==> config.mk <==
export PLATFORM = sky130hd
export DESIGN_NAME = fetch_unit
export DESIGN_NICKNAME = d
export VERILOG_FILES = /design/src/rtl/fetch_unit.sv
export SDC_FILE = /design/constraint.sdc
export NUM_CORES = 1
export LEC_CHECK = 0
export CORE_AREA = 2 2 160 162
export DETAILED_ROUTE_END_ITERATION = 16
export DIE_AREA = 0 0 162 164
export GPL_TIMING_DRIVEN = 0
export PLACE_DENSITY_LB_ADDON = 0.12
export SYNTH_ARGS = -nofsm -noshare
export SYNTH_HDL_FRONTEND = slang
export SYNTH_SLANG_ARGS = --single-unit
==> constraint.sdc <==
create_clock -name clk -period 4.75 [get_ports clk]
set_input_delay 1.1875 -clock clk [delete_from_list [all_inputs] [get_ports clk]]
set_output_delay 1.1875 -clock clk [all_outputs]
set_load 0.005 [all_outputs]
==> src/rtl/fetch_unit.sv <==
// fetch_unit: owns the PC, fetches words over imem req/ack, buffers them for decode.
// Define FETCH_MISALIGN_TRAP_EN to trap misaligned redirect targets (sticky fetch_fault).
module fetch_unit #(
    parameter logic [31:0] RESET_PC   = 32'h0000_0000,
    parameter int          FIFO_DEPTH = 2
) (
    input  logic        clk,
    input  logic        reset,
    output logic        imem_req,
    output logic [31:0] imem_addr,
    input  logic        imem_ack,
    input  logic [31:0] imem_rdata,
    output logic        instr_valid,
    output logic [31:0] instr,
    output logic [31:0] instr_pc,
    input  logic        instr_ready,
    input  logic        redirect,
    input  logic [31:0] redirect_base,
    input  logic [31:0] redirect_imm,
    output logic        fetch_fault
);
    localparam int AW = (FIFO_DEPTH > 1) ? $clog2(FIFO_DEPTH) : 1;
    localparam int CW = AW + 1;
    localparam logic [CW-1:0] DEPTH_C = CW'(FIFO_DEPTH);

    typedef enum logic [1:0] {
        IDLE = 2'd0,
        WAIT = 2'd1,
        DROP = 2'd2
    } state_t;

    state_t        state_q, state_d;
    logic [31:0]   pc_q, pc_d;
    logic [31:0]   addr_q, addr_d;
    logic          req_q, req_d;
    logic          fault_q, fault_d;
    logic [AW-1:0] rd_q, rd_d;
    logic [AW-1:0] wr_q, wr_d;
    logic [CW-1:0] cnt_q, cnt_d;
    logic [31:0]   head_pc_q, head_pc_d;
    logic [31:0]   head_instr_q, head_instr_d;

    logic [31:0]   mem_pc_q    [FIFO_DEPTH];
    logic [31:0]   mem_instr_q [FIFO_DEPTH];

    logic [31:0]   target;
    logic [31:0]   tgt_pc;
    logic          fault_set;
    logic          pop;
    logic          push;
    logic          room;
    logic          issue_ok;

    always_comb begin
        target = redirect_base + (redirect_imm << 1);
`ifdef FETCH_MISALIGN_TRAP_EN
        tgt_pc    = target;
        fault_set = (target[1:0] != 2'b00);
`else
        tgt_pc    = target & 32'hFFFF_FFFC;
        fault_set = 1'b0;
`endif
    end

    // Data returned for a request that a redirect has overtaken is never pushed.
    assign pop  = (cnt_q != '0) && instr_ready;
    assign push = (state_q == WAIT) && imem_ack && !redirect;

    always_comb begin
        if (redirect) begin
            rd_d  = '0;
            wr_d  = '0;
            cnt_d = '0;
        end else begin
            rd_d  = rd_q + AW'(pop);
            wr_d  = wr_q + AW'(push);
            cnt_d = cnt_q + CW'(push) - CW'(pop);
        end
    end

    always_comb begin
        head_pc_d    = head_pc_q;
        head_instr_d = head_instr_q;
        if (!redirect && (cnt_d != '0)) begin
            if (push && (wr_q == rd_d)) begin
                head_pc_d    = addr_q;
                head_instr_d = imem_rdata;
            end else begin
                head_pc_d    = mem_pc_q[rd_d];
                head_instr_d = mem_instr_q[rd_d];
            end
        end
    end

    always_comb begin
        state_d  = state_q;
        pc_d     = pc_q;
        addr_d   = addr_q;
        req_d    = req_q;
        fault_d  = fault_q | (redirect & fault_set);
        room     = (cnt_d < DEPTH_C);
        issue_ok = room && !fault_d;
        unique case (state_q)
            IDLE: begin
                if (redirect) begin
                    pc_d = tgt_pc;
                end else if (issue_ok) begin
                    state_d = WAIT;
                    req_d   = 1'b1;
                    addr_d  = pc_q;
                end
            end
            WAIT: begin
                if (redirect) begin
                    pc_d = tgt_pc;
                    if (imem_ack) begin
                        state_d = IDLE;
                        req_d   = 1'b0;
                    end else begin
                        state_d = DROP;
                    end
                end else if (imem_ack) begin
                    pc_d = pc_q + 32'd4;
                    if (issue_ok) begin
                        addr_d = pc_q + 32'd4;
                    end else begin
                        state_d = IDLE;
                        req_d   = 1'b0;
                    end
                end
            end
            DROP: begin
                if (redirect) begin
                    pc_d = tgt_pc;
                end
                if (imem_ack) begin
                    state_d = IDLE;
                    req_d   = 1'b0;
                end
            end
            default: begin
                state_d = IDLE;
                req_d   = 1'b0;
            end
        endcase
    end

    always_ff @(posedge clk) begin
        if (reset) begin
            state_q      <= IDLE;
            pc_q         <= RESET_PC;
            addr_q       <= RESET_PC;
            req_q        <= 1'b0;
            fault_q      <= 1'b0;
            rd_q         <= '0;
            wr_q         <= '0;
            cnt_q        <= '0;
            head_pc_q    <= '0;
            head_instr_q <= '0;
        end else begin
            state_q      <= state_d;
            pc_q         <= pc_d;
            addr_q       <= addr_d;
            req_q        <= req_d;
            fault_q      <= fault_d;
            rd_q         <= rd_d;
            wr_q         <= wr_d;
            cnt_q        <= cnt_d;
            head_pc_q    <= head_pc_d;
            head_instr_q <= head_instr_d;
        end
    end

    always_ff @(posedge clk) begin
        if (!reset && push) begin
            mem_pc_q[wr_q]    <= addr_q;
            mem_instr_q[wr_q] <= imem_rdata;
        end
    end

    assign imem_req    = req_q;
    assign imem_addr   = addr_q;
    assign instr_valid = (cnt_q != '0);
    assign instr       = head_instr_q;
    assign instr_pc    = head_pc_q;
    assign fetch_fault = fault_q;

endmodule

After elaboration in Yosys (flattened, before gate mapping)
Memory sizes are Yosys's and may differ from the RTL's. A register that Yosys moved wholly into a read port is not among the register bits.
Index checks and enable logic that the tools add are counted.
- $add $sub $neg: 6
- $lt $le $gt $ge: 1
- eq/ne operators: 11
- muxes and demuxes: 29
- reductions and logical operators: 18
- operators by type and width (operator ; number):
    two-way mux 32 bit ; 8
    case mux 32 bit (2 select lines) ; 2
    adder 32 x 3 -> 32 bit (second input constant) ; 1
    adder 32 bit ; 1
    two-way mux 2 bit ; 8
    inequality test 2 bit (second input constant) ; 6
    two-way mux 1 bit ; 9
    nonzero test 2 bit ; 4
    inequality test 3 bit (second input constant) ; 2
    case mux 2 bit (3 select lines) ; 1
    AND reduction 6 bit ; 1
    logical AND 1 bit ; 5
    AND reduction 5 bit ; 1
    AND reduction 4 bit ; 1
    OR reduction 2 bit ; 2
    case mux 1 bit (3 select lines) ; 1
    AND reduction 3 bit ; 1
    adder 1 bit ; 2
    adder 2 x 1 -> 2 bit ; 1
    == test 2 x 1 -> 1 bit (second input constant) ; 1
    == test 2 bit (second input constant) ; 1
    logical NOT 1 bit ; 2
    logical NOT 2 bit ; 1
    less-than comparator 2 bit (second input constant) ; 1
    other kinds (2) ; 2
- bits in registers: 71
- bits in writable memories: 128
- bits of input ports: 101
- output and inout port bits: 99
- logic and storage cells: 74
- memories: 2
- memories (memory ; depth ; bits a word ; read ports ; clocked after memory_dff ; wr ports ; RTL line ; source):
    mem_instr_q ; 2 ; 32 ; 1 ; 1 ; 1 ; 44 ; logic [31:0] mem_instr_q [FIFO_DEPTH];
    mem_pc_q ; 2 ; 32 ; 1 ; 1 ; 1 ; 43 ; logic [31:0] mem_pc_q [FIFO_DEPTH];

Depth between registers and ports, before layout
Gate-level depths: netlist (run 1).
- word-level depth: 11
- mapped depth: 16
- depth with buffers taken out: 13

Worst setup path before layout (run 1)
OpenSTA, ideal clock, no wires.
- path kind: input port to flip-flop
- start: input port redirect
- end: memory mem_instr_q[0][0] (enable)
- library setup time: 482 ps
- arrival: 4040 ps
- required time: 4268 ps
- path slack: 227 ps
- stages: 3
- path buffers: 0
- cells stage by stage: nor2_1 nand3_1 nor2_1
- cells in the longest elaborated chain, start to end: 5
- RTL lines (item ; RTL line ; source):
    start: declaration ; 17 ; input logic redirect,
    logical NOT 1 bit ; 67 ; assign push = (state_q == WAIT) && imem_ack && !redirect;
    logical AND 1 bit ; 67 ;
    logical AND 1 bit ; 175 ; if (!reset && push) begin
    two-way mux 1 bit ; 175 ;
    two-way mux 1 bit (not written as such) ; 177 ; mem_instr_q[wr_q] <= imem_rdata;
    end: declaration ; 44 ;
Every way passes these cells.

Final worst setup path (run 1)
- start: input port redirect
- end: register addr_q[20] (netlist: imem_addr[20])
- cells in the longest elaborated chain, start to end: 8
- elaborated cells on any way between the ends: 11
- those cells by class: add/sub (2); order compare (1); eq/ne (4); mux (1); reduce/logical (3)
- RTL lines (item ; RTL line ; source):
    logical NOT 1 bit ; 67 ;
    logical AND 1 bit ; 67 ;
    adder 2 x 1 -> 2 bit ; 77 ; cnt_d = cnt_q + CW'(push) - CW'(pop);
    subtractor 2 x 1 -> 2 bit ; 77 ;
    two-way mux 2 bit ; 70 ; if (redirect) begin
    less-than comparator 2 bit ; 101 ; room = (cnt_d < DEPTH_C);
    inequality test 2 bit (no source line) ; n/a ;
    AND reduction 6 bit (no source line) (*) ; n/a ;
    end signal: assignment ; 163 ; addr_q <= addr_d;
    end: declaration ; 34 ; logic [31:0] addr_q, addr_d;
Every way passes the cells marked *; elsewhere a longest branch is shown, timed or not.
A chain may end at the register's enable or synchronous reset.

==> results of run 1 <==
## sequential cells by signal, summed over array words and instances (netlist names)
name,flops
mem_instr_q,64
imem_req,1
imem_addr,30
cnt_q,2
instr_pc,30
rd_q,1
instr,32
state_q,2
wr_q,1
pc_q,30
mem_pc_q,60
## placed cells by master (no fill, tap or decap), types with 12 or more instances in the layout
cell type / netlist / layout
clkbuf_16: 0 / 27
o21ai_0: 55 / 55
o211ai_1: 65 / 65
a21o_1: 16 / 16
edfxtp_1: 124 / 124
ha_1: 32 / 32
a21oi_1: 124 / 124
nor3_1: 19 / 19
nor2_1: 70 / 66
dfxtp_1: 129 / 129
xor2_1: 19 / 19
a311oi_1: 14 / 14
nand3_1: 19 / 19
clkdlybuf4s50_1: 0 / 192
mux2i_1: 62 / 62
a211oi_1: 27 / 27
and3_1: 12 / 12
inv_1: 16 / 16
clkbuf_1: 61 / 58
nand2_1: 185 / 185
or3_1: 15 / 15
buf_2: 19 / 19
xnor2_1: 30 / 30
## power by group through the flow
stage                     Combinational [mW]  Sequential (mW)  Clock (mW)
after detailed placement               0.700             2.51           0
after CTS                              0.707             2.46        2.27
after floorplan                        0.401             2.48           0
after global routing                   0.780             2.48        2.37
final                                  0.709             2.47        2.25
after global placement                 0.688             2.51           0
## cells by family after synthesis
family / count (synthesis) / synth area share (%)
simple gates: 374 / 14.0
compound gates: 344 / 18.1
flops: 253 / 52.2
buf+inv: 102 / 3.52
mux: 62 / 5.14
xor+xnor: 49 / 3.55
fa+ha+maj: 33 / 3.48
other cells: 1 / 0.0311
## final cells by class
cell class / count / area share (%)
multi-input cells: 867 / 34.8
repair buffers: 196 / 13.0
clock inverters: 16 / 1.43
flip-flops and latches: 253 / 40.6
clock buffers: 34 / 4.78
plain buffers: 83 / 2.31
inverters: 17 / 0.411
well taps: 330 / 2.66
## worst reg2reg max path: stages, from the launching register on
cell	delay [ns]
dfxtp_1	0.34
clkbuf_1	0.34
a21oi_1	0.15
a21o_1	0.21
nor2_4	0.21
inv_2	0.18
ha_1	0.31
inv_1	0.04
ha_1	0.19
xnor2_1	0.20
xnor2_1	0.15
or2_2	0.33
nor3b_2	0.32
clkbuf_1	0.40
nor2_1	0.09
a211oi_1	0.21
## through the flow
step | TNS, ns | utilization, % | cells | hold WS [ns]
2_1_floorplan | 0 | - | 1222 | 0.453
3_3_place_gp | -321.21 | 58.1 | 1744 | 0.442
3_5_place_dp | -86.19 | 58.6 | 1748 | 0.446
4_1_cts | 0 | 62.5 | 1796 | 0.454
5_1_grt | 0 | 62.5 | 1796 | 0.466
6_report | 0 | 62.5 | 1796 | 0.452
## timing repair
action | 4_1_cts | 5_1_grt
endpoints found under the setup margin | 92 | 87
cloned | 0 | 0
gates resized for setup | 8 | 3
pin swaps | 0 | 0
## metal layers
layer  routed length, um  vias to the layer above
li1                    -                     4917
met1               14500                     4715
met2               14600                      319
met3                1820                       36
met4                 649                        0
met5                   0                        -
## final timing paths
path,endpoint
hold reg to reg,instr[1]
setup / recovery,imem_addr[20]
hold / removal,instr[1]
setup reg to reg,imem_addr[20]
==> impl_results.md, run 1 <==
- Number of cell rows: 58
- Post-synth top flop: dfxtp_1
- Slew Viols, Final: 0
- Initial Util: between 40% and 50%
- Post-synth top area cell: edfxtp_1
- Largest net degree at the start of global routing: 25
- Initial antenna violation count: 0
- Die X: approximately 160 um
- Pwr Density: approximately 350 nW/um^2
- Clock share of power: between 40% and 50%
- Gr busiest metal: met2
- All-layer global routing usage: 23.0%
- Internal power: between 4 and 5 mW
- Leak: ~5.4 nW
- Post-route setup slack: approximately 0.22 ns
- Worst setup EP type: flip-flop
- Sw frac: approximately a quarter
- Critical path's top delay family: simple AND/OR/NAND/NOR gates
- Met1 global-route usage: roughly 32%
- Post-CTS Setup Bufs: 0
- Vias in the first global route: slightly above 9k
- Syn_area_per_cell: between 9 and 10 um^2
- Drt pass-1 iters: 5
- Clk root buf: clkbuf_16
- Buf/Inv on CP: 5
- Clock skew: approximately 0.017 ns
- I/O pins: 200
- Area after DPL: around 15000 um^2
- Met3 global-route usage: about 2.9%
- CTS clk-pin slew, worst paths: around 0.060 ns
- Hold crit path type: flip-flop to flip-flop
- Origin of the worst setup path: redirect
- Worst path slowest cell: clkdlybuf4s50_1
- Post-route ant nets: 0
- Max stage delay on crit path: ~0.47 ns
- Part of the power in combinational logic: a little over an eighth
- Routed WL: between 30 and 40 mm
- Clk_lat worst skew: around 0.54 ns
- H-tree Lvls: 1
- Final instance area: around 16000 um^2
- WL/cell: ~18 um
- Vert. Die Dim: 164 um
- Synthesized flop and latch total: between 200 and 300
- Dpl hpwl: 23.0 mm
- Global-route wire length before repair: around 50 mm
- Ys async rst share: 0%
- Share of the synthesized area in the top cell type: between 30% and 40%
- CP Depth: 15
- Tcrit/Tclk final: a little over nine tenths
- Nets@finish: 1579
- Max Clk Rate: between 200 and 250 MHz
- Count leader, synth: nand2_1
- Total number of vias: 9987
- Num CTS Buffers: 27
- Status: completed
- Setup CP Type: primary input to flip-flop
- Largest cells by area after synthesis: edfxtp_1 (31%), dfxtp_1 (21%), nand2_1 (5.8%)
- Routing usage on met2: about two fifths
- CTS tree: built
- Worst path arrival time: 4.96 ns
- WHS Path Cells: 2
- Post-Syn Instances: ~1.2k
- Via-to-Cell Ratio: approximately 5.6
- Maximum VDD drop: about 270 uV
- Tot Pwr: 5.43 mW
- Reg2reg path depth: 15
- Filler cell count: between 2k and 2.5k
- Die ar.: roughly 27000 um^2
- Pin slew with the least headroom to its limit: approximately 0.89 ns
- Area of the multi-input gates: 5400 um^2
- Clock Sinks: roughly 250
- P_sw: about 1.3 mW
- RSZ-0062 raised after global routing: false
- Hold-fix buffers, CTS: 0
- Sequential power share: a little under half
- Commonest cells post-synth: nand2_1 (185), dfxtp_1 (129), a21oi_1 (124), edfxtp_1 (124), nor2_1 (70)
- Post-synth EDFFs: 124
- IO Port Bufs: 192
- Fraction of layout cells with a size suffix above 1: under 10%
- Headroom to the max-slew limit: 40.5%
- Cell area after synthesis: 12100 um^2
- Fin crit period: 4.53 ns
- Hold_sp: instr[1]
- R2r startpoint: state_q[0]
- Core area: approximately 25000 um^2
- Reg area: approximately 6300 um^2
- Max FO, Critical Path: 10
- Worst setup SP type: primary input
- Netlist cell types: 61
- Detailed-route DRC error count: 0
- Max-cap violations: 0
- Worst path required time: between 5 and 6 ns
- Worst slack at placement: -1.08 ns
- Clock Path Buffers: 3
- ANT cells: 0
- Fin. Hold Viols: 0
- Final Wtd Congestion: 0.915
- Final setup fails: 0
- Synth warn: 0
- Detailed Route Iter0 Violations: around 760
- P&R area growth vs syn: 28.5%
- Sequential-to-total area share from yosys stat: 52.2%
- Global route overflow: 0
- Worst reg2reg setup slack: a little under 1 ns
- Crit-path cells: clkdlybuf4s50_1 > clkbuf_2 > nand2b_2 > nor2_4 > inv_2 > ha_1 > inv_1 > ha_1 > xnor2_1 > xnor2_1 > or2_2 > nor3b_2 > clkbuf_1 > nor2_1 > a211oi_1
No activity file was read; power rests on OpenSTA's default activity.
==> run 2: changes to the inputs <==
CORE_AREA = 2 2 166 168   (was 2 2 160 162)
DIE_AREA = 0 0 168 170   (was 0 0 162 164)
HOLD_SLACK_MARGIN = 0.08   (was not set)
==> impl_results.md, run 2 (synthesis gave the netlist of run 1 again) <==
- Max Clk Rate: ~230 MHz
- Final instance area: roughly 15000 um^2
- Worst slack at placement: -1.03 ns
- Global route overflow: 0
- CTS tree: built
- P&R area growth vs syn: 28.1%
- Vias in the first global route: ~9.5k
- Area after DPL: between 10000 and 15000 um^2
- Clk root buf: clkbuf_16
- H-tree Lvls: 1
- Initial antenna violation count: 0
- Global-route wire length before repair: 50.6 mm
- Most frequent cells in the layout: clkdlybuf4s50_1 (192), nand2_1 (185), dfxtp_1 (129)
- Final Wtd Congestion: around 0.91
- RSZ-0062 raised after global routing: false
- CTS clk-pin slew, worst paths: around 0.060 ns
- Buf/Inv on CP: 5
- Worst path required time: 5.17 ns
- Die X: around 170 um
- Max-cap violations: 0
- WL/cell: approximately 18 um
- Status: completed
- Filler cell count: about 2.3k
- Vert. Die Dim: between 150 and 200 um
- Core area: between 20000 and 30000 um^2
- Most common cell after layout, fill and taps aside: clkdlybuf4s50_1
- All-layer global routing usage: around 22%
- Fraction of layout cells with a size suffix above 1: under 10%
- Final setup fails: 0
- Worst path slowest cell: clkdlybuf4s50_1
- Worst path arrival time: between 4 and 5 ns
- Drt pass-1 iters: 5
- Slew Viols, Final: 0
- Fin crit period: about 4.4 ns
- Hold crit path type: flip-flop to flip-flop
- Largest net degree at the start of global routing: 30
- Num CTS Buffers: 26
- Worst setup SP type: primary input
- Crit-path cells: clkdlybuf4s50_1 > clkbuf_2 > a21oi_1 > a21o_1 > nor2_4 > inv_2 > ha_1 > inv_1 > ha_1 > xnor2_1 > xnor2_1 > or2_2 > nor3b_2 > buf_2 > nor2_1 > a311oi_1
- Detailed Route Iter0 Violations: roughly 700
- Max FO, Critical Path: 10
- Routed WL: 31.8 mm
- Initial Util: a little under half
- Clock skew: around 0.02 ns
- Clk_lat worst skew: between 0.5 and 0.6 ns
- ANT cells: 0
- Headroom to the max-slew limit: between 30% and 40%
- Pin slew with the least headroom to its limit: between 0.9 and 1 ns
- Via-to-Cell Ratio: approximately 5.5
- Clock Path Buffers: 3
- I/O pins: 200
- Number of cell rows: 60
- Post-route setup slack: 0.353 ns
- Dpl hpwl: approximately 23 mm
- Leak: 5.35 nW
- Worst setup EP type: flip-flop
- Largest Register: mem_instr_q
- Largest register FFs: between 60 and 70
- Maximum VDD drop: between 200 and 300 uV
- Hold-fix buffers, CTS: 0
- Critical path's top delay family: buffers and inverters
- Detailed-route DRC error count: 0
- Tcrit/Tclk final: about 90%
- Setup CP Type: primary input to flip-flop
- IO Port Bufs: 192
- Nets@finish: between 1.5k and 2k
- Post-route ant nets: 0
- Max stage delay on crit path: approximately 0.54 ns
- Clock Sinks: 253
- Total number of vias: ~9.9k
- Fin. Hold Viols: 0
- Pwr Density: around 340 nW/um^2
- Die ar.: 28600 um^2
==> run 2: timing repair <==
action                                 CTS  global route
setup endpoints to repair               91            90
resized for setup                        8             9
buffers inserted                         0             0
pin swaps                                0             0
endpoints found under the hold margin    0             0
==> run 2: cell type report <==
cell class                      count  area (um^2)  share of cell area (%)
Sequential cell                   253         6310                    40.8
Multi-Input combinational cell    867         5400                    34.9
Timing Repair Buffer              196         2020                    13.0
Clock buffer                       35          734                    4.75
Tap cell                          341          427                    2.76
Buffer                             83          364                    2.35
Clock inverter                     13          155                    1.00
Inverter                           17         63.8                   0.413
==> run 2: worst paths after layout <==
path	from	endpoint	slack (ns)	cells past startpoint
setup / recovery	redirect	imem_addr[24]	0.35	16
hold / removal	instr_pc[29]	instr_pc[29]	0.45	2
setup reg to reg	state_q[0]	imem_addr[24]	1.10	15
hold reg to reg	instr_pc[29]	instr_pc[29]	0.45	2
==> run 2: tightest hold or removal path, delay by kind of cell, from the launching register on <==
family	cells	cell delay, ns
AO/OA/AOI/OAI	1	0.05
flip-flops	1	0.31
AND/OR/NAND/NOR	1	0.05
==> run 2: per-stage QoR <==
stage / hold slack [ns] / power, mW / cells / TNS (ns) / util, %
floorplan: 0.453 / 2.88 / 1222 / 0 / -
global placement: 0.443 / 3.20 / 1755 / -341.52 / 54.2
detailed placement: 0.446 / 3.22 / 1759 / -85.16 / 54.6
CTS: 0.454 / 5.30 / 1806 / 0 / 58.0
global route: 0.472 / 5.47 / 1805 / 0 / 58.0
finish: 0.453 / 5.26 / 1805 / 0 / 58.0
==> run 2: report_power, final <==
group,total (mW),leakage [nW],switching (mW),internal (mW)
logic,0.709,2.74,0.373,0.337
clock network,2.09,0.436,0.840,1.25
registers,2.47,2.18,0.0930,2.37
==> run 2: layer usage <==
metal | part of all wire, % | track usage [%] | vias to the layer above | wire length (um)
met5 | 0 | 0 | - | 0
met4 | 2.1 | 5.82 | 0 | 658
met3 | 6.1 | 2.81 | 43 | 1930
met2 | 46 | 36.5 | 333 | 14700
met1 | 46 | 30.8 | 4606 | 14500
li1 | - | - | 4903 | -
